`config.mk`:
```
export PLATFORM = sky130hd
export DESIGN_NAME = diff_pair_tx
export DESIGN_NICKNAME = d
export VERILOG_FILES = /design/src/rtl/diff_pkg.sv /design/src/rtl/pair_fifo.sv /design/src/rtl/diff_pair_tx.sv
export SDC_FILE = /design/constraint.sdc
export NUM_CORES = 1
export LEC_CHECK = 0
export ABC_AREA = 1
export CAP_MARGIN = 20
export CORE_MARGIN = 2
export CORE_UTILIZATION = 50
export CTS_CLUSTER_DIAMETER = 150
export CTS_CLUSTER_SIZE = 25
export DETAILED_ROUTE_END_ITERATION = 16
export DONT_BUFFER_PORTS = 1
export PLACE_DENSITY = 0.65
export REMOVE_ABC_BUFFERS = 1
export SYNTH_ARGS = -nofsm -noshare
export SYNTH_HDL_FRONTEND = slang
export SYNTH_SLANG_ARGS = --single-unit
```
`constraint.sdc`:
```
create_clock -name clk -period 4.65 [get_ports clk]
set_clock_uncertainty 0.15 [all_clocks]
set_input_delay 0.6975 -clock clk [delete_from_list [all_inputs] [get_ports clk]]
set_output_delay 0.6975 -clock clk [all_outputs]
set_load 0.1 [all_outputs]
```
`src/rtl/diff_pkg.sv`:
```
// Shared types and constants for the paired-sample transmit path.
// DIFF_OFFSET is the constant the downstream differencer adds to (second - first).
package diff_pkg;
   localparam int W_DEF = 20;
   localparam logic [19:0] DIFF_OFFSET = 20'h007F0;

   typedef enum logic [1:0] {
      IDLE  = 2'd0,
      SEND2 = 2'd1,
      HOLD  = 2'd2
   } tx_state_e;
endpackage

```
`src/rtl/pair_fifo.sv`:
```
// Synchronous FIFO holding packed {first, second} pairs; head is visible
// combinationally so the FSM can pop and use it in the same cycle.
module pair_fifo #(
   parameter int DW    = 40,
   parameter int DEPTH = 4
) (
   input  logic                     clk,
   input  logic                     rst,
   input  logic                     wr_en,
   input  logic [DW-1:0]            wr_data,
   input  logic                     rd_en,
   output logic [DW-1:0]            rd_data,
   output logic [$clog2(DEPTH):0]   count
);
   localparam int AW = $clog2(DEPTH);

   logic [DW-1:0] mem [DEPTH];
   logic [AW-1:0] wr_ptr, rd_ptr;

   assign rd_data = mem[rd_ptr];

   // Pointers wrap naturally because DEPTH is a power of two.
   always_ff @(posedge clk or posedge rst) begin
      if (rst) begin
         wr_ptr <= '0;
         rd_ptr <= '0;
         count  <= '0;
      end else begin
         if (wr_en) wr_ptr <= wr_ptr + AW'(1);
         if (rd_en) rd_ptr <= rd_ptr + AW'(1);
         case ({wr_en, rd_en})
            2'b10:   count <= count + 1'b1;
            2'b01:   count <= count - 1'b1;
            default: count <= count;
         endcase
      end
   end

   always_ff @(posedge clk) begin
      if (wr_en) mem[wr_ptr] <= wr_data;
   end
endmodule

```
`src/rtl/diff_pair_tx.sv`:
```
// Serialises buffered (first, second) timestamp pairs onto the dval/mlt bus
// as two back-to-back strobes followed by a GAP-cycle idle hold.
module diff_pair_tx
   import diff_pkg::*;
#(
   parameter int W     = W_DEF,
   parameter int DEPTH = 4,
   parameter int GAP   = 2
) (
   input  logic         clk,
   input  logic         rst,
   input  logic         s_valid,
   output logic         s_ready,
   input  logic [W-1:0] s_first,
   input  logic [W-1:0] s_second,
   output logic         dval,
   output logic [W-1:0] mlt,
   output logic         busy,
   output logic [7:0]   pair_cnt
);
   localparam int CW = $clog2(DEPTH) + 1;
   localparam logic [CW-1:0] DEPTH_C = CW'(DEPTH);
   localparam logic [3:0]    GAP_LD  = (GAP > 0) ? 4'(GAP - 1) : 4'd0;

   tx_state_e      state, state_n;
   logic [W-1:0]   sec_q, sec_n, mlt_n;
   logic [3:0]     gap_cnt, gap_n;
   logic [7:0]     cnt_n;
   logic           dval_n, push, pop;
   logic [2*W-1:0] head;
   logic [CW-1:0]  count;

   // Full FIFO refuses a push even when a pop happens in the same cycle.
   assign s_ready = (count < DEPTH_C);
   assign push    = s_valid & s_ready;
   assign busy    = (count != '0) || (state != IDLE);

   pair_fifo #(.DW(2*W), .DEPTH(DEPTH)) u_fifo (
      .clk     (clk),
      .rst     (rst),
      .wr_en   (push),
      .wr_data ({s_first, s_second}),
      .rd_en   (pop),
      .rd_data (head),
      .count   (count)
   );

   always_comb begin
      state_n = state;
      dval_n  = 1'b0;
      mlt_n   = '0;
      sec_n   = sec_q;
      gap_n   = gap_cnt;
      cnt_n   = pair_cnt;
      pop     = 1'b0;
      case (state)
         IDLE: begin
            if (count != '0) begin
               pop     = 1'b1;
               dval_n  = 1'b1;
               mlt_n   = head[2*W-1:W];
               sec_n   = head[W-1:0];
               state_n = SEND2;
            end
         end
         SEND2: begin
            dval_n = 1'b1;
            mlt_n  = sec_q;
            cnt_n  = pair_cnt + 8'd1;
            if (GAP > 0) begin
               state_n = HOLD;
               gap_n   = GAP_LD;
            end else begin
               state_n = IDLE;
            end
         end
         HOLD: begin
            if (gap_cnt == 4'd0) state_n = IDLE;
            else                 gap_n   = gap_cnt - 4'd1;
         end
         default: state_n = IDLE;
      endcase
   end

   always_ff @(posedge clk or posedge rst) begin
      if (rst) begin
         state    <= IDLE;
         dval     <= 1'b0;
         mlt      <= '0;
         sec_q    <= '0;
         gap_cnt  <= 4'd0;
         pair_cnt <= 8'd0;
      end else begin
         state    <= state_n;
         dval     <= dval_n;
         mlt      <= mlt_n;
         sec_q    <= sec_n;
         gap_cnt  <= gap_n;
         pair_cnt <= cnt_n;
      end
   end
endmodule
```
==> results.py <==
metrics = {
    "setup_path": {
        "crit_arrival_ns": 2.07,
        "critPathMaxFanout": 4,
        "startpoint_type": "register",
        "ff2ff_path_depth": 4,
        "crit_start": "u_fifo.count[2]",
        "r2r-start": "u_fifo.count[2]",
        "r2r_slack_ns": 1.82,
        "rr_endpoint": "u_fifo.mem[0][16]",
        "worstSetupEndpointType": "output port",
        "path_class": "register to output port",
        "cp.required_ns": 3.80,
    },
    "timing": {
        "finalSetupViolCount": 0,
        "grt_setup_unrepaired": "false",
        "fin_tns_setup_ns": 0,
        "min_period_ns": 2.92,
        "maxSlewHeadroom_pct": 30.8,
        "finalCritPeriodShare_pct": 62.8,
        "hold_violations": 0,
        "maxSlewViolCount": 0,
        "max_freq_ghz": 0.342,
        "worst_pin_slew_ns": 1.04,
        "hold_slack_ns": 0.0386,
    },
    "cts": {
        "clk_latency_ns": 0.46,
        "clock_path_buffers": 3,
        "cts.sinks": 222,
        "cts_hold_buf": 0,
        "post_cts_resized": 0,
        "cts_tree": "built",
        "clkTransAtPathRegs_ns": 0.10,
        "cts_made_buffers": 12,
        "cts_root_buffer": "clkbuf_16",
        "htreeDepth": 1,
        "cts_setup_buffers": 0,
    },
    "cells_and_area": {
        "n_antenna_cell": 0,
        "drive_gt1_share_pct": 5.27,
        "multi_input_area_um2": 2050,
        "fill_cells": 1455,
        "postLayoutCoreUtil_pct": 53.5,
        "layout.nets": 785,
        "register_area_um2": 6360,
        "area_growth_pct": 5.09,
    },
    "route": {
        "wl_per_cell_um": 17.9,
        "drt_first_pass_iters": 4,
        "dr.first_iter.drc_count": 502,
        "wirelength_um": 17300,
        "dr_total_vias": 5061,
        "remaining_drc_errors": 0,
        "final_antenna_net_count": 0,
        "via_per_inst": 5.24,
    },
    "yosys": {
        "synth_edf_count": 160,
        "ys_warn_count": 0,
        "avgSynthCellArea_um2": 11.7,
        "synthCells": 747,
        "synth_async_sr_flop_share_pct": 27.9,
        "syn-cell-area_um2": 8770,
        "ys_seq_area_share_pct": 72.5,
        "synth.area.top_cells": "edfxtp_1 (55%), dfrtp_1 (18%), nand2_1 (9.8%), nor2_1 (4.0%), nand3_1 (2.7%)",
        "ys_types": 26,
        "synth_largest_area_cell": "edfxtp_1",
        "synth.most_common_cell": "nand2_1",
        "ys.flop_type": "edfxtp_1",
        "yosys-top-cells-count": "nand2_1 (229), edfxtp_1 (160), nor2_1 (93)",
        "synth_top_area_share_pct": 54.8,
        "ys_ff_latch": 222,
    },
    "die": {
        "dieWidth_um": 136,
        "initial_core_util_pct": 50.9,
        "io_pins": 74,
        "core_area_um2": 17200,
        "row_count": 48,
        "die_h_um": 136,
        "die_area_um2": 18600,
    },
    "global_route": {
        "grt_use_total_pct": 19.1,
        "grt_pass1_vias": 5109,
        "antenna_found_initial": 0,
        "overflow": 0,
        "grt_max_degree": 83,
        "grt_pass1_wl_um": 27400,
    },
    "status": {
        "status": "completed",
    },
    "power": {
        "powerDensity_nw_per_um2": 696,
        "ir_worst_vdd_v": 0.000389,
        "p_leak_uw": 0.00364,
    },
    "placed_design": {
        "io_buffers": 0,
        "place_congestion": 0.744,
        "hpwl_um": 9960,
    },
    "worst_hold_path": {
        "hp-class": "input pin to async pin",
    },
    "flow_run": {
        "drv_cap": 0,
    },
}
[sequential cells by signal, indices dropped and copies added (netlist names)]
signal         cells
u_fifo.mem       160
gap_cnt            4
sec_q             20
u_fifo.wr_ptr      2
state              2
mlt               20
pair_cnt           8
u_fifo.count       3
dval               1
u_fifo.rd_ptr      2
[where the power goes]
| part | switching [µW] | total [µW] | internal (µW) |
|---|---|---|---|
| Combinational | 1230 | 1760 | 530 |
| Sequential | 977 | 3550 | 2570 |
| Clock | 583 | 1100 | 522 |
| Total | 2790 | 6420 | 3620 |
[layout make-up]
cell class	instances	share of cell area, %
Clock inverter	1	0.0543
Clock buffer	19	3.77
Tap cell	225	3.05
Inverter	30	1.30
Timing Repair Buffer	7	0.570
Sequential cell	222	69.0
Multi-Input combinational cell	461	22.3
[kinds of logic (layout without fill, tap and decap cells)]
family / count (synthesis) / in the layout / share of synthesized area [%]
fa+ha+maj: 8 / 8 / 1.23
compound gates: 69 / 69 / 3.97
flops: 222 / 222 / 72.5
simple gates: 376 / 376 / 17.1
xor+xnor: 8 / 8 / 0.799
buf+inv: 64 / 57 / 4.48
[routing by layer]
layer  track usage, %  vias up  routed length (µm)
met5                0        -                   0
met4             3.53        0                 246
met3             3.95       15                1020
met2             32.8      109                8540
met1             25.6     2483                7450
li1                 -     2454                   -
[metrics by stage]
stage	worst slack [ns]	instance area, µm²	instances	power, µW
finish	1.73	9220	965	6420
global route	1.65	9220	965	6840
CTS	1.70	9220	965	6490
detailed placement	1.81	8870	945	5380
global placement	1.86	8870	945	5310
floorplan	1.31	8500	713	4790
[cells in the final DEF (no fill, tap or decap), drive strengths merged]
master	Yosys	final
o22ai	2	2
edfxtp	160	160
inv	30	30
nand4	1	1
nand3b	1	1
a21oi	2	2
dfrtp	62	62
clkbuf	1	19
nor2	95	95
buf	33	7
fa	1	1
clkinv	0	1
or2	1	1
xor2	4	4
xnor2	4	4
o21ai	65	65
nand3	47	47
ha	7	7
nand2	231	231
[worst max path at each step]
stage | endpoint | slack, ns | cells past startpoint
6_report | busy | 1.73 | 4
4_1_cts | busy | 1.70 | 4
5_1_grt | busy | 1.65 | 4
3_5_place_dp | u_fifo.mem[0][9] | 1.81 | 4
2_1_floorplan | u_fifo.mem[0][0] | 1.31 | 3
3_3_place_gp | u_fifo.mem[0][7] | 1.86 | 4
[critical path, cell delays in order (launching register included)]
cell,delay (ns)
dfrtp_1,0.38
inv_2,0.39
nand3_1,0.19
inv_1,0.09
nand2_1,0.56
No activity file was read; power rests on OpenSTA's default activity.
